**config.mk**
```make
export PLATFORM = sky130hd
export DESIGN_NAME = piso_serializer
export DESIGN_NICKNAME = d
export VERILOG_FILES = /design/src/rtl/piso_serializer.sv
export SDC_FILE = /design/constraint.sdc
export NUM_CORES = 1
export LEC_CHECK = 0
export CAP_MARGIN = 10
export CORE_UTILIZATION = 41
export DETAILED_ROUTE_END_ITERATION = 16
export GPL_TIMING_DRIVEN = 0
export PLACE_DENSITY = 0.66
export SETUP_SLACK_MARGIN = 0.4
export SYNTH_ARGS = -nofsm -noshare
export SYNTH_HDL_FRONTEND = slang
export SYNTH_SLANG_ARGS = --single-unit
```
**constraint.sdc**
```tcl
create_clock -name clk -period 4.4 [get_ports clk]
set_input_delay 1.32 -clock clk [delete_from_list [all_inputs] [get_ports clk]]
set_output_delay 1.32 -clock clk [all_outputs]
set_load 0.005 [all_outputs]
```
**src/rtl/piso_serializer.sv**
```systemverilog
// =============================================================================
// Module      : piso_serializer
// Description : Parallel-in / serial-out stage feeding the serial sequence
//               detectors. Accepts WIDTH-bit words on a valid/ready handshake
//               and shifts them out MSB-first, one bit per clock, with an
//               optional forced idle gap between words and an optional even
//               parity bit appended after the data bits.
// Revision    : 1.0 - initial release
// -----------------------------------------------------------------------------
// Parameters
//   WIDTH       word width, >= 2
//   GAP_CYCLES  idle cycles forced between words (0..255); 0 enables
//               back-to-back words with no bubble
// Ports
//   clk        in   1      rising-edge clock
//   rst        in   1      asynchronous, active-low reset
//   in_data    in   WIDTH  parallel word, sampled on handshake
//   in_valid   in   1      upstream word available
//   in_ready   out  1      block can accept (handshake = in_valid & in_ready)
//   ser_bit    out  1      serial data, MSB first (registered)
//   ser_valid  out  1      ser_bit carries a payload bit (registered)
//   word_done  out  1      1-cycle pulse on the last serial bit of a word
//   busy       out  1      serializer is not idle
// Configuration macro
//   SER_PARITY_EN  when defined, each word is followed by one even-parity
//                  bit (WIDTH+1 serial bits per word). Undefined by default.
// =============================================================================
`default_nettype none

module piso_serializer #(
    parameter int WIDTH      = 8,
    parameter int GAP_CYCLES = 0
) (
    input  logic             clk,
    input  logic             rst,
    input  logic [WIDTH-1:0] in_data,
    input  logic             in_valid,
    output logic             in_ready,
    output logic             ser_bit,
    output logic             ser_valid,
    output logic             word_done,
    output logic             busy
);

    // -------------------------------------------------------------------------
    // Constants
    // -------------------------------------------------------------------------
    localparam int              CNT_W       = $clog2(WIDTH + 1);
    localparam logic [CNT_W-1:0] CNT_LAST   = CNT_W'(WIDTH - 1);
    localparam logic [CNT_W-1:0] CNT_PENULT = CNT_W'(WIDTH - 2);
    localparam logic [CNT_W-1:0] CNT_ONE    = CNT_W'(1);
    localparam bit              HAS_GAP     = (GAP_CYCLES > 0);
    localparam logic [7:0]      GAP_LAST    = HAS_GAP ? 8'(GAP_CYCLES - 1) : 8'd0;

    localparam logic [1:0] ST_IDLE  = 2'd0;
    localparam logic [1:0] ST_SHIFT = 2'd1;
    localparam logic [1:0] ST_PAR   = 2'd2;
    localparam logic [1:0] ST_GAP   = 2'd3;

    // -------------------------------------------------------------------------
    // State
    // -------------------------------------------------------------------------
    logic [1:0]       state_q,     state_d;
    logic [WIDTH-1:0] shift_q,     shift_d;
    logic [CNT_W-1:0] cnt_q,       cnt_d;
    logic [7:0]       gap_q,       gap_d;
    logic             ser_bit_q,   ser_bit_d;
    logic             ser_valid_q, ser_valid_d;
    logic             word_done_q, word_done_d;
`ifdef SER_PARITY_EN
    logic             parity_q,    parity_d;
`endif

    logic last_cycle;
    logic can_accept;
    logic handshake;

    // -------------------------------------------------------------------------
    // Handshake
    // The last output cycle of a word is the final data bit, or the parity
    // bit when parity is enabled. With no forced gap the block accepts the
    // next word during that cycle so the bitstream stays contiguous.
    // -------------------------------------------------------------------------
`ifdef SER_PARITY_EN
    assign last_cycle = (state_q == ST_PAR);
`else
    assign last_cycle = (state_q == ST_SHIFT) && (cnt_q == CNT_LAST);
`endif

    assign can_accept = (state_q == ST_IDLE) || (!HAS_GAP && last_cycle);

    // Gated by rst so upstream sees no readiness while reset is asserted.
    assign in_ready  = rst & can_accept;
    assign handshake = in_valid & in_ready;

    // -------------------------------------------------------------------------
    // Next-state logic
    // Output flops are loaded with the value that must appear in the cycle
    // after the edge, so ser_bit/ser_valid/word_done are clean registers.
    // -------------------------------------------------------------------------
    always_comb begin
        state_d     = state_q;
        shift_d     = shift_q;
        cnt_d       = cnt_q;
        gap_d       = gap_q;
        ser_bit_d   = 1'b0;
        ser_valid_d = 1'b0;
        word_done_d = 1'b0;
`ifdef SER_PARITY_EN
        parity_d    = parity_q;
`endif

        case (state_q)
            ST_IDLE: begin
                // Loading is handled by the common handshake branch below.
            end

            ST_SHIFT: begin
                if (cnt_q != CNT_LAST) begin
                    // Present the next data bit; the current MSB has been sent.
                    cnt_d       = cnt_q + CNT_ONE;
                    shift_d     = {shift_q[WIDTH-2:0], 1'b0};
                    ser_bit_d   = shift_q[WIDTH-2];
                    ser_valid_d = 1'b1;
`ifdef SER_PARITY_EN
                    word_done_d = 1'b0;
`else
                    word_done_d = (cnt_q == CNT_PENULT);
`endif
                end else begin
`ifdef SER_PARITY_EN
                    // Data bits exhausted: follow with the parity bit.
                    state_d     = ST_PAR;
                    shift_d     = '0;
                    ser_bit_d   = parity_q;
                    ser_valid_d = 1'b1;
                    word_done_d = 1'b1;
`else
                    state_d = HAS_GAP ? ST_GAP : ST_IDLE;
                    shift_d = '0;
                    cnt_d   = '0;
                    gap_d   = 8'd0;
`endif
                end
            end

`ifdef SER_PARITY_EN
            ST_PAR: begin
                state_d = HAS_GAP ? ST_GAP : ST_IDLE;
                cnt_d   = '0;
                gap_d   = 8'd0;
            end
`endif

            ST_GAP: begin
                // Gap counter runs 0..GAP_CYCLES-1 and wraps back to zero.
                if (gap_q == GAP_LAST) begin
                    gap_d   = 8'd0;
                    state_d = ST_IDLE;
                end else begin
                    gap_d = gap_q + 8'd1;
                end
            end

            default: begin
                state_d = ST_IDLE;
                shift_d = '0;
                cnt_d   = '0;
                gap_d   = 8'd0;
            end
        endcase

        // A handshake (in IDLE, or in the last output cycle when no gap is
        // configured) overrides the end-of-word transition and starts the new
        // word immediately, presenting its MSB in the next cycle.
        if (handshake) begin
            state_d     = ST_SHIFT;
            shift_d     = in_data;
            cnt_d       = '0;
            gap_d       = 8'd0;
            ser_bit_d   = in_data[WIDTH-1];
            ser_valid_d = 1'b1;
            word_done_d = 1'b0;
`ifdef SER_PARITY_EN
            parity_d    = ^in_data;
`endif
        end
    end

    // -------------------------------------------------------------------------
    // Registers
    // -------------------------------------------------------------------------
    always_ff @(posedge clk or negedge rst) begin
        if (!rst) begin
            state_q     <= ST_IDLE;
            shift_q     <= '0;
            cnt_q       <= '0;
            gap_q       <= 8'd0;
            ser_bit_q   <= 1'b0;
            ser_valid_q <= 1'b0;
            word_done_q <= 1'b0;
`ifdef SER_PARITY_EN
            parity_q    <= 1'b0;
`endif
        end else begin
            state_q     <= state_d;
            shift_q     <= shift_d;
            cnt_q       <= cnt_d;
            gap_q       <= gap_d;
            ser_bit_q   <= ser_bit_d;
            ser_valid_q <= ser_valid_d;
            word_done_q <= word_done_d;
`ifdef SER_PARITY_EN
            parity_q    <= parity_d;
`endif
        end
    end

    // -------------------------------------------------------------------------
    // Outputs
    // -------------------------------------------------------------------------
    assign ser_bit   = ser_bit_q;
    assign ser_valid = ser_valid_q;
    assign word_done = word_done_q;
    assign busy      = (state_q != ST_IDLE);

endmodule

`default_nettype wire

```
=== Word level (Yosys, flattened, before mapping) ===
Index checks and enable logic that the tools add are counted.

* Register bits: 24
* Logic and storage cells: 51

* Bitwise gates (word level): 2
* Equal/unequal tests: 9
* Reductions and logical operators: 8
* Mux-type cells: 23
* $add $sub $neg: 2

{| class="wikitable"
|+ Operator list
! kind !! count
|-
| two-way mux 8 bit || 3
|-
| case mux 8 bit (3 select lines) || 1
|-
| two-way mux 7 bit || 2
|-
| case mux 7 bit (2 select lines) || 1
|-
| two-way mux 1 bit || 9
|-
| adder 8 x 1 -> 8 bit, second input constant || 1
|-
| equality test 4 x 3 -> 1 bit, second input constant || 2
|-
| zero test 8 bit || 1
|-
| two-way mux 4 bit || 2
|-
| case mux 4 bit (2 select lines) || 1
|-
| two-way mux 2 bit || 3
|-
| inequality test 3 bit, second input constant || 2
|-
| case mux 2 bit (3 select lines) || 1
|-
| adder 4 x 1 -> 4 bit, second input constant || 1
|-
| inequality test 4 x 3 -> 1 bit, second input constant || 1
|-
| AND reduction 3 bit || 1
|-
| bitwise AND 1 bit || 2
|-
| equality test 2 x 1 -> 1 bit, second input constant || 1
|-
| equality test 2 bit, second input constant || 1
|-
| zero test 2 bit || 1
|-
| inequality test 2 x 1 -> 1 bit, second input constant || 1
|-
| inequality test 2 bit, second input constant || 1
|-
| AND reduction 2 bit || 1
|-
| nonzero test 2 bit || 1
|-
| other kinds (3) || 3
|}

=== Logic depth before layout (Yosys ltp) ===
* Depth in word-level cells: 7
* Mapped depth: 5

=== Least setup slack after synthesis ===
Ideal clock, no wire load.

* Path kind: input to output
* From: input port rst
* To: output port in_ready
* Path buffers: 1
* Stages on the path: 2
* Slack: 1,465 ps
* Arrival time: 1,615 ps
* Path through: buf_2 -> and2_1

* Cells in the longest elaborated chain, start to end: 1

{| class="wikitable"
|+ RTL lines
! element !! line !! text
|-
| from (decl) || 35 || <nowiki>input logic rst,</nowiki>
|-
| bitwise AND 1 bit || 93 || <nowiki>assign in_ready = rst & can_accept;</nowiki>
|-
| to (decl) || 38 || <nowiki>output logic in_ready,</nowiki>
|}

No other way between the ends.

=== Final worst setup path ===
Same ends and word-level chain as after synthesis.

==> flow_summary.ini <==
[clock_tree]
cts_hold_buf = 0
cts_root_buf = clkbuf_4
cts_tree = built
clockBufferDepth = 2
cts_buffers = 3
clk_pin_slew_ps = 100
clock_latency_ps = 290
cts_sinks = 15
cts.htree.levels = 1
cts_setup_buffers = 0

[sta]
hold_slack_ps = 517
hold_violations = 0
fin_crit_sh_pct = 87.6
setup_violations = 0
finalCriticalPeriod_ps = 3850
worst_slew_pin_slew_ps = 615
finClkSkew_ps = 5.28
clock.fmax_mhz = 259
maxSlewViolCount = 0
slew_headroom_pct = 58.9
worst_slack_ps = 546
finalSetupTns_ps = 0
rsz0062_at_grt = false

[power]
p_comb_share_pct = 41.2
cellPowerDensity_nw_per_um2 = 535
peakVddDrop_v = 0.000285
p_leak_nw = 0.443
switchingPower_mw = 0.182
cell_internal_pwr_mw = 0.347
power.share.clock_pct = 16.0
power_frac_seq_pct = 42.8
switching_share_pct = 34.4

[placed_design]
dp_hpwl_um = 1110
place.gp.congestion = 0.731
portBuffers = 15
dp_slack_ps = -303
dp_cells = 114

[synth]
synth_cells = 74
synth_top_area_share_pct = 47.8
synth_fa_ha_area_share_pct = 3.19
synth_top_family_by_area = compound AO/OA/AOI/OAI gates
yosysSeqAreaShare_pct = 47.8
synth-simple-area-share_pct = 18.0
synth_fp_nets = 87
ys_seq_elements = 15
ys_warn_count = 0
syn_avg_cell_area_um2 = 10.6
synth_xor_area_share_pct = 0
synth.area.top_cells = dfrtp_1 48%, a21bo_2 7.7%, a221o_1 7.7%, nand3_1 7.0%, a21oi_1 4.5%
synthMuxAreaShare_pct = 2.55
ys_types = 22
syn-cell-area_um2 = 785
synth_top_cell_by_area = dfrtp_1
synth-compound-area-share_pct = 24.1

[floorplanning]
die_w_um = 45.7
start_util_pct = 44.5
dieArea_um2 = 2090
pin_count = 16
core_region_area_um2 = 1760
rows = 15
die_h_um = 45.7

[setup_path]
startpoint_type = input port
cp.arrival_ps = 2530
cp.required_ps = 3080
path_class = input port to output port
cp_max_fo = 21
cp-end-kind = output port

[final_layout]
final_util_pct = 56.1
area.growth.synth_to_final_pct = 26.2
fin_nets = 107
drive_above_1_share_pct = 17.2
n_antenna_cell = 0
final_cell_mix = 15 x dfrtp_1, 14 x clkdlybuf4s50_1, 11 x nand3_1
fillers = 168
final_common_cell = dfrtp_1
fin_cells = 118

[detailed_routing]
dr_wl_met3_um = 67
wl_met1_um = 769
dr.pass1.iters = 5
routed_via_density = 5.37
met2_length_um = 736
top_layer = met4
dr.first_iter.drc_count = 28
route.detailed.drc = 0
wl_um = 1610
route.detailed.wl_per_inst_um = 13.6
vias = 634
ant_nets = 0

[global_routing]
grt_max_degree = 22
gr-total-overflow = 0
antenna_found_initial = 0
track_usage_pct = 18.6
grt_pass1_vias = 575
grt_first_pass_wirelength_um = 2640

[min_path]
hold_class = flip-flop to flip-flop

[run_status]
status = finished, final reports clean

[run]
drv_cap = 0
flip-flops by register name, indices dropped and copies added (netlist names):
name       count
word_done      1
shift_q        7
ser_bit        1
cnt_q          4
state_q        1
ser_valid      1
cell type report:
type	count	area, um2	area share [%]
Clock buffer	4	26.3	2.65
Tap cell	25	31.3	3.16
Sequential cell	15	375	37.9
Multi-Input combinational cell	53	375	37.9
Timing Repair Buffer	15	148	14.9
Buffer	4	26.3	2.65
Inverter	2	7.51	0.759
worst max-delay path, cell delays in order:
cell and delay, ps:
clkbuf_4 280, buf_2 260, and2_1 170, clkdlybuf4s50_1 500
cell families after synthesis:
| logic type | count (synthesis) |
|---|---|
| and+or+nand+nor | 25 |
| adders and majority gates | 2 |
| buffers and inverters | 6 |
| DFF | 15 |
| AOI/OAI and AO/OA | 24 |
| muxes | 2 |
worst paths after layout:
| path | slack (ps) | depth (start not counted) | end | startpoint |
|---|---|---|---|---|
| min | 520 | 1 | shift_q[4]$_DFFE_PN0P_ | shift_q[3]$_DFFE_PN0P_ |
| min reg2reg | 520 | 1 | shift_q[4]$_DFFE_PN0P_ | shift_q[3]$_DFFE_PN0P_ |
| max | 550 | 4 | in_ready | rst |
| max in group asynchronous | 3270 | 1 | cnt_q[0]$_DFFE_PN0P_ | rst |
| max reg2reg | 2820 | 4 | shift_q[2]$_DFFE_PN0P_ | cnt_q[0]$_DFFE_PN0P_ |
| min in group asynchronous | 910 | 1 | ser_bit$_DFF_PN0_ | rst |
synthesized netlist by cell type:
cell,n
nand3b_4,1
inv_1,2
nand2b_1,3
a21oi_1,7
o211ai_1,1
nand2_1,5
a21bo_2,6
and2_4,1
buf_6,1
o21ai_0,1
ha_1,2
and2_1,1
a31oi_1,1
nand3_1,11
o2bb2ai_1,1
dfrtp_1,15
nor2_1,2
o22ai_1,1
a221o_1,6
or3_1,1
buf_2,3
mux2i_1,2
through the flow:
step           power (mW)  cell area (um2)
2_1_floorplan       0.372              785
3_3_place_gp        0.445              966
3_5_place_dp        0.448              966
4_1_cts             0.530              987
5_1_grt             0.566              990
6_report            0.530              990
metal layers:
metal	up-vias	track usage [%]
li1	315	-
met1	296	26.2
met2	19	26.6
met3	4	2.38
met4	0	12.4
met5	-	0
power groups by stage:
stage	Combinational, mW	Sequential [mW]	Clock [mW]
3_5_place_dp	0.219	0.229	0
5_1_grt	0.245	0.233	0.0884
6_report	0.218	0.227	0.0850
2_1_floorplan	0.151	0.221	0
3_3_place_gp	0.217	0.228	0
4_1_cts	0.221	0.226	0.0829
timing repair:
item                                    4_1_cts  5_1_grt
endpoints found under the setup margin        1        1
endpoints found under the hold margin         0        0
gates resized for setup                       5        1
(Power assumes the default switching activity.)
